<file path="config.mk">
export PLATFORM = sky130hd
export DESIGN_NAME = fan_line_packer_flat
export DESIGN_NICKNAME = d
export VERILOG_FILES = /design/src/rtl/fan_line_packer_if.sv /design/src/rtl/fan_line_packer.sv /design/src/flat_wrapper.sv
export SDC_FILE = /design/constraint.sdc
export NUM_CORES = 1
export LEC_CHECK = 0
export CAP_MARGIN = 25
export CORE_MARGIN = 1
export CORE_UTILIZATION = 51
export CTS_CLUSTER_DIAMETER = 120
export DETAILED_ROUTE_END_ITERATION = 8
export HOLD_SLACK_MARGIN = 0.08
export PLACE_DENSITY = 0.79
export SYNTH_ARGS = -nofsm -noshare
export SYNTH_HDL_FRONTEND = slang
export SYNTH_SLANG_ARGS = --single-unit
</file>
<file path="constraint.sdc">
create_clock -name clk -period 2.5 [get_ports clk]
set_clock_uncertainty 0.05 [all_clocks]
set_input_delay 0.25 -clock clk [delete_from_list [all_inputs] [get_ports clk]]
set_output_delay 0.25 -clock clk [all_outputs]
set_load 0.02 [all_outputs]
</file>
<file path="src/rtl/fan_line_packer_if.sv">
// fan_line_packer_if: element stream in, packed line stream out.
//   in_valid/in_ready  : element handshake (master drives in_valid)
//   in_data/in_row     : product value and destination row tag
//   in_last            : element closes its tile
//   out_valid/out_ready: line handshake (slave drives out_valid)
//   out                : packed line, lane i at [(i+1)*DW_LINE-1 : i*DW_LINE]
interface fan_line_packer_if #(
    parameter int DW_DATA = 8,
    parameter int DW_ROW  = 4,
    parameter int DW_LINE = 16,
    parameter int NUM_IN  = 2
);
    logic                      in_valid;
    logic                      in_ready;
    logic [DW_DATA-1:0]        in_data;
    logic [DW_ROW-1:0]         in_row;
    logic                      in_last;
    logic                      out_valid;
    logic                      out_ready;
    logic [NUM_IN*DW_LINE-1:0] out;

    modport master (
        output in_valid, in_data, in_row, in_last, out_ready,
        input  in_ready, out_valid, out
    );

    modport slave (
        input  in_valid, in_data, in_row, in_last, out_ready,
        output in_ready, out_valid, out
    );
endinterface

</file>
<file path="src/rtl/fan_line_packer.sv">
// fan_line_packer: packs a stream of (row, data) elements into lines of
// NUM_IN lanes. Each lane is {ctrl, row, data}; ctrl[3]=lane valid,
// ctrl[2]=merge with next lane (same row), ctrl[1]=tile end, ctrl[0]=0.
//   clk      : rising-edge clock
//   rst      : asynchronous active-low reset
//   bus      : element input / line output handshakes (slave side)
//   line_cnt : number of lines consumed downstream, wraps at 16 bits
module fan_line_packer #(
    parameter int DW_DATA = 8,
    parameter int DW_ROW  = 4,
    parameter int DW_CTRL = 4,
    parameter int DW_LINE = DW_DATA + DW_ROW + DW_CTRL,
    parameter int NUM_IN  = 2
) (
    input  logic                 clk,
    input  logic                 rst,
    fan_line_packer_if.slave     bus,
    output logic [15:0]          line_cnt
);
    localparam int CW = $clog2(NUM_IN + 1);
    // cnt == NUM_IN marks a tile-end line sealed while the output register
    // was still occupied; it waits in the fill buffer for the next free slot.
    localparam logic [CW-1:0] CNT_SEALED = CW'(NUM_IN);
    localparam logic [CW-1:0] CNT_LAST   = CW'(NUM_IN - 1);

    typedef enum logic {OUT_EMPTY, OUT_FULL} out_state_t;
    out_state_t state, state_nxt;

    logic [CW-1:0]                  cnt, cnt_nxt;
    logic [NUM_IN-1:0]              f_valid, f_last, m_valid, m_last, merge;
    logic [NUM_IN-1:0][DW_ROW-1:0]  f_row, m_row;
    logic [NUM_IN-1:0][DW_DATA-1:0] f_data, m_data;
    logic [NUM_IN*DW_LINE-1:0]      out_q, line;
    logic [DW_LINE-1:0]             lane;
    logic                           full, out_free, accept, seal_in, load;

    assign full          = (state == OUT_FULL);
    assign bus.out_valid = full;
    assign bus.out       = out_q;

    always_comb begin
        out_free     = !full || bus.out_ready;
        bus.in_ready = (cnt != CNT_SEALED) &&
                       !((cnt == CNT_LAST) && full && !bus.out_ready);
        accept       = bus.in_valid && bus.in_ready;
        seal_in      = accept && (bus.in_last || (cnt == CNT_LAST));
        load         = out_free && (seal_in || (cnt == CNT_SEALED));

        // fill buffer with the accepted element merged into lane cnt
        m_valid = f_valid;
        m_last  = f_last;
        m_row   = f_row;
        m_data  = f_data;
        for (int unsigned i = 0; i < NUM_IN; i++) begin
            if (accept && (cnt == CW'(i))) begin
                m_valid[i] = 1'b1;
                m_last[i]  = bus.in_last;
                m_row[i]   = bus.in_row;
                m_data[i]  = bus.in_data;
            end
        end

        merge = '0;
        for (int unsigned i = 0; i < NUM_IN - 1; i++) begin
            merge[i] = m_valid[i] && m_valid[i+1] && (m_row[i] == m_row[i+1]);
        end

        line = '0;
        lane = '0;
        for (int unsigned i = 0; i < NUM_IN; i++) begin
            lane                          = '0;
            lane[DW_DATA-1:0]             = m_data[i];
            lane[DW_DATA +: DW_ROW]       = m_row[i];
            lane[DW_DATA + DW_ROW + 3]    = m_valid[i];
            lane[DW_DATA + DW_ROW + 2]    = merge[i];
            lane[DW_DATA + DW_ROW + 1]    = m_last[i];
            line[i*DW_LINE +: DW_LINE]    = lane;
        end

        cnt_nxt = cnt;
        if (load) begin
            cnt_nxt = '0;
        end else if (accept) begin
            cnt_nxt = seal_in ? CNT_SEALED : cnt + CW'(1);
        end

        state_nxt = state;
        if (load) begin
            state_nxt = OUT_FULL;
        end else if (full && bus.out_ready) begin
            state_nxt = OUT_EMPTY;
        end
    end

    always_ff @(posedge clk or negedge rst) begin
        if (!rst) begin
            state <= OUT_EMPTY;
        end else begin
            state <= state_nxt;
        end
    end

    always_ff @(posedge clk or negedge rst) begin
        if (!rst) begin
            cnt      <= '0;
            f_valid  <= '0;
            f_last   <= '0;
            f_row    <= '0;
            f_data   <= '0;
            out_q    <= '0;
            line_cnt <= '0;
        end else begin
            cnt <= cnt_nxt;
            if (load) begin
                f_valid <= '0;
                f_last  <= '0;
                f_row   <= '0;
                f_data  <= '0;
                out_q   <= line;
            end else if (accept) begin
                f_valid <= m_valid;
                f_last  <= m_last;
                f_row   <= m_row;
                f_data  <= m_data;
            end
            if (full && bus.out_ready) begin
                line_cnt <= line_cnt + 16'd1;
            end
        end
    end
endmodule

</file>
<file path="src/flat_wrapper.sv">
// flat-port wrapper written by rule: the top's interface ports become plain ports
module fan_line_packer_flat 
#(
    parameter int DW_DATA = 8,
    parameter int DW_ROW  = 4,
    parameter int DW_CTRL = 4,
    parameter int DW_LINE = DW_DATA + DW_ROW + DW_CTRL,
    parameter int NUM_IN  = 2
)
  (clk, rst, line_cnt, bus_in_valid, bus_in_data, bus_in_row, bus_in_last, bus_out_ready, bus_in_ready, bus_out_valid, bus_out);
  fan_line_packer_if #(.DW_DATA(DW_DATA), .DW_ROW(DW_ROW), .DW_LINE(DW_LINE), .NUM_IN(NUM_IN)) bus_i ();
  input  logic clk;
  input  logic rst;
  output logic [15:0] line_cnt;
  input wire logic [$bits(bus_i.in_valid)-1:0] bus_in_valid;
  input wire logic [$bits(bus_i.in_data)-1:0] bus_in_data;
  input wire logic [$bits(bus_i.in_row)-1:0] bus_in_row;
  input wire logic [$bits(bus_i.in_last)-1:0] bus_in_last;
  input wire logic [$bits(bus_i.out_ready)-1:0] bus_out_ready;
  output wire logic [$bits(bus_i.in_ready)-1:0] bus_in_ready;
  output wire logic [$bits(bus_i.out_valid)-1:0] bus_out_valid;
  output wire logic [$bits(bus_i.out)-1:0] bus_out;
  assign bus_i.in_valid = bus_in_valid;
  assign bus_i.in_data = bus_in_data;
  assign bus_i.in_row = bus_in_row;
  assign bus_i.in_last = bus_in_last;
  assign bus_i.out_ready = bus_out_ready;
  assign bus_in_ready = bus_i.in_ready;
  assign bus_out_valid = bus_i.out_valid;
  assign bus_out = bus_i.out;
  fan_line_packer #(.DW_DATA(DW_DATA), .DW_ROW(DW_ROW), .DW_CTRL(DW_CTRL), .DW_LINE(DW_LINE), .NUM_IN(NUM_IN)) u_core (.clk(clk), .rst(rst), .bus(bus_i), .line_cnt(line_cnt));
endmodule
</file>
== After elaboration in Yosys (flattened, before gate mapping) ==
Index checks and enable logic that the tools add are counted.
Cells by class
  multipliers: 0
  bitwise logic cells: 0
  shift operators: 0
  div/mod/pow operators: 0
  mux-type cells: 21
  $lt $le $gt $ge: 0
  reductions and logical operators: 20
  $add $sub $neg: 2
  equal/unequal tests: 4
Operators with widths (number)
  $mux 16: 2
  $mux 8: 4
  $add 16x1->16 const B: 1
  $mux 2: 7
  $logic_and 1x1->1: 11
  $mux 4: 2
  $mux 1: 6
  $eq 4x4->1: 1
  $reduce_bool 2->1: 2
  $logic_not 1->1: 3
  $logic_or 1x1->1: 3
  $add 2x1->2 const B: 1
  $eq 2x1->1 const B: 1
  $eq 2x2->1 const B: 1
  $logic_not 2->1: 1
  $ne 2x2->1 const B: 1
Storage, ports and cells
  latch bits: 0
  memories kept: 0
  register bits: 76
  memory bits (read-only): 0
  output and inout port bits: 50
  memory bits (writable): 0

== Longest topological paths before layout ==
Gate-level depths: netlist of the first run.
  depth after elaboration: 10
  depth in mapped cells: 9
  mapped depth without buffers: 7

== Worst setup path after synthesis of the first run ==
No wires, ideal clock.
  path type: reg-to-reg
  start point: register u_core.cnt[0]
  end point: register u_core.out_q[14] (netlist: u_core.bus.out[14])
  required time: 2.322 ns
  path buffers: 2
  setup slack: 0.540 ns
  stages on the path, launching flop included: 10
  setup time: 0.128 ns
  arrival time: 1.782 ns
  path through: dfrtp_1 -> inv_1 -> ha_1 -> and3b_1 -> buf_6 -> and2_4 -> buf_6 -> a221o_1 -> a21oi_2 -> o41ai_2
On the way
  cells in the longest elaborated chain, start to end: 10
RTL lines
  start, declared: line fan_line_packer.sv:29  | logic [CW-1:0] cnt, cnt_nxt;
  start signal, assigned: line fan_line_packer.sv:113  | cnt <= cnt_nxt;
  $eq 2x1->1: line fan_line_packer.sv:44, fan_line_packer.sv:46, fan_line_packer.sv:55
  $logic_and 1x1->1 (2 in a row): line fan_line_packer.sv:44  | !((cnt == CNT_LAST) && full && !bus.out_ready);
  $logic_not 1->1: line fan_line_packer.sv:44
  $logic_and 1x1->1: line fan_line_packer.sv:43  | bus.in_ready = (cnt != CNT_SEALED) &&
  $logic_and 1x1->1: line fan_line_packer.sv:45  | accept = bus.in_valid && bus.in_ready;
  $logic_and 1x1->1: line fan_line_packer.sv:55  | if (accept && (cnt == CW'(i))) begin
  $mux 4 / $mux 1 (equally long branches): line fan_line_packer.sv:55
  $eq 4x4->1 / $logic_and 1x1->1 (equally long branches): line fan_line_packer.sv:65  | merge[i] = m_valid[i] && m_valid[i+1] && (m_row[i] == m_row[i+1]);
  $logic_and 1x1->1: line fan_line_packer.sv:65
  end signal, assigned: line fan_line_packer.sv:119  | out_q <= line;
  end, declared: line fan_line_packer.sv:33  | logic [NUM_IN*DW_LINE-1:0] out_q, line;
Several ways; a longest one is shown, not always the timed one.
A chain may end at the register's enable or synchronous reset.

== Worst setup path in the final report of the first run ==
  start point: register u_core.cnt[1]
  end point: output port bus_in_ready
On the way
  cells in the longest elaborated chain, start to end: 5
RTL lines
  $eq 2x1->1: line fan_line_packer.sv:44
  $logic_and 1x1->1 (2 in a row): line fan_line_packer.sv:44
  $logic_not 1->1: line fan_line_packer.sv:44
  $logic_and 1x1->1 *: line fan_line_packer.sv:43
  end, declared: line flat_wrapper.sv:20  | output wire logic [$bits(bus_i.in_ready)-1:0] bus_in_ready;
Every way passes the cells marked *; elsewhere a longest branch is shown, timed or not.

==> summary.txt, run 1 <==
Setup path
  • CP Launch Type: flip-flop
  • FF-to-FF path depth: 8
  • CP arrival: 2090 ps
  • CP endpoint: bus_in_ready
  • Max Fanout on Critical Path: 8
  • Max stage delay cell, worst path: clkdlybuf4s50_1
  • Critical path startpoint: u_core.cnt[1]
  • Reg2reg setup slack: 400 ps
  • RR Endpoint: u_core.bus.out[14]
  • Req. time, crit path: 2200 ps
  • Crit-path cells: inv_1, ha_1, nand3b_1, and2_1, clkdlybuf4s50_1
  • Setup Crit Path Kind: reg2out
  • Critical Path Sink Type: output port
  • Max incr delay on CP: 530 ps
  • RR Startpoint: u_core.cnt[0]

Yosys
  • Synth Flop Type: dfrtp_1
  • Top cell type's share of synthesized area: 56.8%
  • Synth area leader: dfrtp_1
  • Synth Instances: 316
  • Synth top cells by count: dfrtp_1, nor2_1, a21oi_1
  • Cell Area, Synth: 0.00335 mm²
  • Largest cells by area after synthesis: dfrtp_1, nor2_1, mux2i_1
  • Async SR Flop Fraction: 100%
  • Yosys reg bits: 76
  • Seq/Total Area, Yosys: 56.8%
  • Syn Area/Cell: 10.6 µm²
  • Yosys warns: 0
  • Top-count cell post-synth: dfrtp_1
  • Number of enable flip-flop cells after synthesis: 0
  • Yosys cell types: 38

Global route
  • Gr usage total: 20.8%
  • Largest net degree at the start of global routing: 77
  • Met1 usage: 28.5%
  • Met2 Usage GRT: 32.1%
  • GRT Max-Usage Layer: met2
  • Initial antenna violation count: 0
  • Grt met3 use: 5.27%
  • Grt total ovfl: 0
  • Vias in the first global route: 2392
  • First-pass GRT wire length: 11400 µm

Pwr
  • Switching part of the total: 38.9%
  • Maximum vdd drop: 761 µV
  • Sequential Power Share: 37.8%
  • Overall power: 5190 µW
  • Static Leak: 0.00205 µW
  • Switch Pwr: 2020 µW
  • Comb power frac: 44.3%
  • Clk pwr share: 17.9%
  • PwrDens: 1220 mW/mm²
  • Internal power: 3170 µW

Clocking
  • CTS tree: built
  • Setup bufs post-CTS: 0
  • CTS Buf Count: 9
  • CTS Root Cell: clkbuf_8
  • Clock Tree Buf Depth: 2
  • Worst-Skew Late Latency: 350 ps
  • Clock transition at path regs: 80 ps
  • H-tree levels: 3
  • # clock sinks: 76
  • Post-cts sizing count: 0
  • Hold-fix buffers, CTS: 1

Timing
  • Slew Limit Fails: 0
  • Period minus WS final: 2390 ps
  • Total negative slack: 0 ps
  • Worst Tran Pin Value: 489 ps
  • # setup viols final: 0
  • Max Fclk: 0.418 GHz
  • Tcrit/Tclk final: 95.7%
  • Fin. Hold Viols: 0
  • RSZ-0062 raised after global routing: false
  • Max-slew headroom: 67.1%

Layout
  • P&R area growth vs syn: 27.1%
  • Diode count: 0
  • Layout Nets: 402
  • Final core utilization: 67.0%
  • Layout cell share with drive strength beyond 1: 8.81%
  • Cell area after layout: 0.00426 mm²

Placed design
  • Dpl hpwl: 4420 µm
  • RePlAce Congestion: 0.809
  • Placed cell areas: 0.00403 mm²
  • Port bufs: 63

Drt
  • 1st-iter DRT viols: 118
  • Via count: 2449
  • DRC: 0
  • Vias/cell: 5.29
  • Final wirelength: 6550 µm
  • Length of the first detailed-routing pass in iterations: 5
  • DR WL/cell: 14.2 µm
  • Antenna viol nets, final: 0

Floorplan
  • Initial core utilization: 52.7%
  • Full die area: 0.00690 mm²
  • Core area: 0.00635 mm²
  • Die Y: 83.0 µm
  • Die width: 83.0 µm
  • Site Rows: 29
  • Num ports: 67

Run status
  • Outcome: finished clean

Worst hold path
  • Min-delay worst type: in2async

Run
  • Max-cap viol count: 0
## critical path, delay by kind of cell (launching register included)
kind          cells  cell delay, ps
fa+ha+maj         1             250
buf+inv           2             620
flops             1             400
simple gates      2             470
## how the worst min path moves through the flow
stage / slack, ps / startpoint / to
3_5_place_dp: 410 / rst / u_core.bus.out_valid
4_1_cts: 430 / u_core.line_cnt[15] / u_core.line_cnt[15]
6_report: 310 / rst / u_core.bus.out_valid
3_3_place_gp: 410 / rst / u_core.cnt[0]
5_1_grt: 360 / rst / u_core.bus.out_valid
2_1_floorplan: -100 / rst / u_core.bus.out[0]
## through the flow
| stage | hold WS [ps] | std cells | setup slack, ps |
|---|---|---|---|
| floorplan | -95.6 | 318 | 540 |
| global placement | 406 | 445 | 449 |
| detailed placement | 406 | 445 | 415 |
| CTS | 435 | 462 | 87.2 |
| global route | 360 | 463 | 10.8 |
| finish | 314 | 463 | 109 |
## routing by layer
layer,vias to the layer above,wire length (µm)
li1,1192,-
met1,1181,3010
met2,65,3030
met3,11,390
met4,0,121
met5,-,0
## state kept, by name, indices dropped and copies added, names as in the netlist
register,flops
u_core.bus.out,29
u_core.bus.out_valid,1
u_core.cnt,2
u_core.f_data,16
u_core.f_last,2
u_core.f_row,8
u_core.f_valid,2
u_core.line_cnt,16
## placed cells by master (no fill, tap or decap), drive strengths merged, types with 2 or more instances in the layout
cell type / instances
nand4: 6
mux2i: 24
a21oi: 37
and2: 4
and4: 2
xor2: 7
a21boi: 2
nand2b: 2
ha: 4
clkdlybuf4s50: 62
o221ai: 2
inv: 8
clkinvlp: 4
o21ai: 6
dfrtp: 76
nor2: 65
nor3: 3
and3b: 2
buf: 8
conb: 3
or2: 3
nand2: 10
xnor2: 12
clkbuf: 10
nand3: 10
a221o: 2
## area by class of cell
type,count,area [µm²]
Clock inverter,6,65.1
Multi-Input combinational cell,215,1320
Fill cell,511,2090
Tap cell,77,96.3
Inverter,8,30.0
Timing Repair Buffer,71,716
Sequential cell,76,1900
Clock buffer,10,128
## cell families (layout without fill, tap and decap cells)
| group | after synthesis | in the layout | synth area share [%] |
|---|---|---|---|
| AOI/OAI and AO/OA | 55 | 55 | 10.0 |
| xor gates and xnor gates | 19 | 19 | 4.97 |
| adders and majority gates | 4 | 4 | 1.49 |
| buffers and inverters | 27 | 95 | 4.37 |
| DFF | 76 | 76 | 56.8 |
| muxes | 25 | 25 | 7.51 |
| other | 1 | 3 | 0.112 |
| and+or+nand+nor | 109 | 109 | 14.8 |
## power groups by stage
stage | Combinational, µW | Sequential, µW | Clock [µW]
floorplan | 1090 | 2280 | 0
global placement | 2260 | 1960 | 0
detailed placement | 2310 | 1980 | 0
CTS | 2320 | 1970 | 947
global route | 2530 | 2020 | 999
finish | 2300 | 1960 | 929
No activity file was read; power rests on OpenSTA's default activity.
==> run 2, diff against run 1 <==
Settings changed: CTS_CLUSTER_DIAMETER 120 to unset.
==> results of run 2 <==
Final layout, timing and power as in run 1 (identical DEF).
==> run 3, diff against run 2 <==
Settings changed: HOLD_SLACK_MARGIN 0.08 to unset.
==> run 3 against run 2 <==
  * Power hardly changed
  * Combinational power hardly changed
  * First-iteration DRC count is 19% higher
  * Critical path type unchanged
  * Largest cell class unchanged
  * Largest power group unchanged
==> summary.txt, run 3 (synthesis results as in run 1) <==
Layout
  • Layout cell share with drive strength beyond 1: 8.81% (unchanged)
  • Reg area: 0.00190 mm² (unchanged)
  • Final core utilization: 67.0% (unchanged)
  • Layout Nets: 402 (unchanged)
  • Multi-input logic area: 0.00132 mm² (unchanged)
  • Diode count: 0 (unchanged)
  • Commonest non-fill, non-tap cell in the layout: dfrtp_1 (unchanged)
  • P&R area growth vs syn: 27.1% (unchanged)
  • Max FFs per register: 29 (unchanged)
  • Fillers: 509 (was 511)
  • Most frequent cells in the layout: dfrtp_1, nor2_1, clkdlybuf4s50_1, a21oi_1, mux2i_1 (unchanged)

Global route
  • Vias in the first global route: 2380 (was 2392)
  • Gr usage total: 20.8% (about the same)
  • First-pass GRT wire length: 11400 µm (about the same)
  • Largest net degree at the start of global routing: 77 (unchanged)
  • Initial antenna violation count: 0 (unchanged)
  • Grt total ovfl: 0 (unchanged)

Floorplan
  • Die Y: 83.0 µm (unchanged)
  • Initial core utilization: 52.7% (unchanged)
  • Site Rows: 29 (unchanged)
  • Core area: 0.00635 mm² (unchanged)
  • Num ports: 67 (unchanged)
  • Full die area: 0.00690 mm² (unchanged)
  • Die width: 83.0 µm (unchanged)

Setup path
  • Max Fanout on Critical Path: 8 (unchanged)
  • Critical Path Sink Type: output port (unchanged)
  • CP Launch Type: flip-flop (unchanged)
  • Req. time, crit path: 2200 ps (about the same)
  • CP arrival: 2090 ps (about the same)
  • Setup Crit Path Kind: reg2out (unchanged)

Drt
  • Final wirelength: 6570 µm (was 6550 µm)
  • DRC: 0 (unchanged)
  • 1st-iter DRT viols: 141 (was 118)
  • DR WL/cell: 14.2 µm (about the same)
  • Length of the first detailed-routing pass in iterations: 5 (unchanged)
  • Vias/cell: 5.26 (was 5.29)
  • Via count: 2434 (was 2449)
  • Antenna viol nets, final: 0 (unchanged)

Clocking
  • CTS Buf Count: 9 (unchanged)
  • CTS tree: built (unchanged)
  • Hold-fix buffers, CTS: 0 (was 1)
  • Worst-Skew Late Latency: 350 ps (about the same)
  • Clock transition at path regs: 80 ps (about the same)
  • H-tree levels: 3 (unchanged)
  • Clock Tree Buf Depth: 2 (unchanged)
  • Post-cts sizing count: 0 (unchanged)
  • # clock sinks: 76 (unchanged)
  • CTS Root Cell: clkbuf_8 (unchanged)
  • Setup bufs post-CTS: 0 (unchanged)

Timing
  • Tcrit/Tclk final: 95.5% (was 95.7%)
  • Max-slew headroom: 65.1% (was 67.1%)
  • Max Fclk: 0.419 GHz (was 0.418 GHz)
  • Slew Limit Fails: 0 (unchanged)
  • Worst hold slack: 316 ps (was 314 ps)
  • Period minus WS final: 2390 ps (about the same)
  • Total negative slack: 0 ps (unchanged)
  • Fin. Hold Viols: 0 (unchanged)
  • # setup viols final: 0 (unchanged)
  • RSZ-0062 raised after global routing: false (unchanged)
  • Worst Tran Pin Value: 518 ps (was 489 ps)
  • Final worst slack: 112 ps (was 109 ps)

Run
  • Max-cap viol count: 0 (unchanged)

Placed design
  • Setup WS pre-CTS: 415 ps (unchanged)
  • Port bufs: 63 (unchanged)
  • RePlAce Congestion: 0.809 (unchanged)
  • Dpl hpwl: 4420 µm (unchanged)

Pwr
  • PwrDens: 1220 mW/mm² (about the same)
  • Maximum vdd drop: 760 µV (was 761 µV)
  • Static Leak: 0.00205 µW (unchanged)

Run status
  • Outcome: finished clean (unchanged)

Worst hold path
  • Min-delay worst type: in2async (unchanged)
-- run 3: critical path: stages, from the launching register on --
cell,delay [ps]
dfrtp_1,400
inv_1,80
ha_1,250
nand3b_1,240
and2_1,230
clkdlybuf4s50_1,530
-- run 3: metal layers --
metal	global-route usage [%]	routed length (µm)	vias up	share of wire, %
met5	0	0	-	0
met4	7.99	116	0	1.8
met3	5.27	388	11	5.9
met2	32.0	3070	61	47
met1	28.5	2990	1173	46
li1	-	-	1189	-
-- run 3: power breakdown --
group / switching (µW) / total [µW] / internal, µW
logic: 1260 / 2300 / 1040
clock network: 467 / 927 / 459
registers: 297 / 1960 / 1670
total: 2020 / 5190 / 3170
-- run 3: final cells by class --
class,count,area share (%)
flip-flops and latches,76,44.7
clock buffers,10,3.00
well taps,77,2.26
inverters,8,0.705
multi-input cells,215,31.0
clock inverters,6,1.53
repair buffers,71,16.8
-- run 3: through the flow --
stage	instances	total power, µW	instance area (µm²)
after floorplan	318	3380	3360
after global placement	445	4220	4030
after detailed placement	445	4290	4030
after CTS	461	5230	4230
after global routing	463	5560	4260
final	463	5190	4260
-- run 3: final timing paths --
check                               startpoint                    to  slack [ps]  depth (start not counted)
max                              u_core.cnt[1]          bus_in_ready         110                          5
min                                        rst  u_core.bus.out_valid         320                          2
max reg2reg                      u_core.cnt[0]    u_core.bus.out[14]         410                          8
min reg2reg                u_core.line_cnt[15]   u_core.line_cnt[15]         420                          1
max in group asynchronous                  rst    u_core.bus.out[25]        1510                          3
min in group clk           u_core.line_cnt[15]   u_core.line_cnt[15]         420                          1
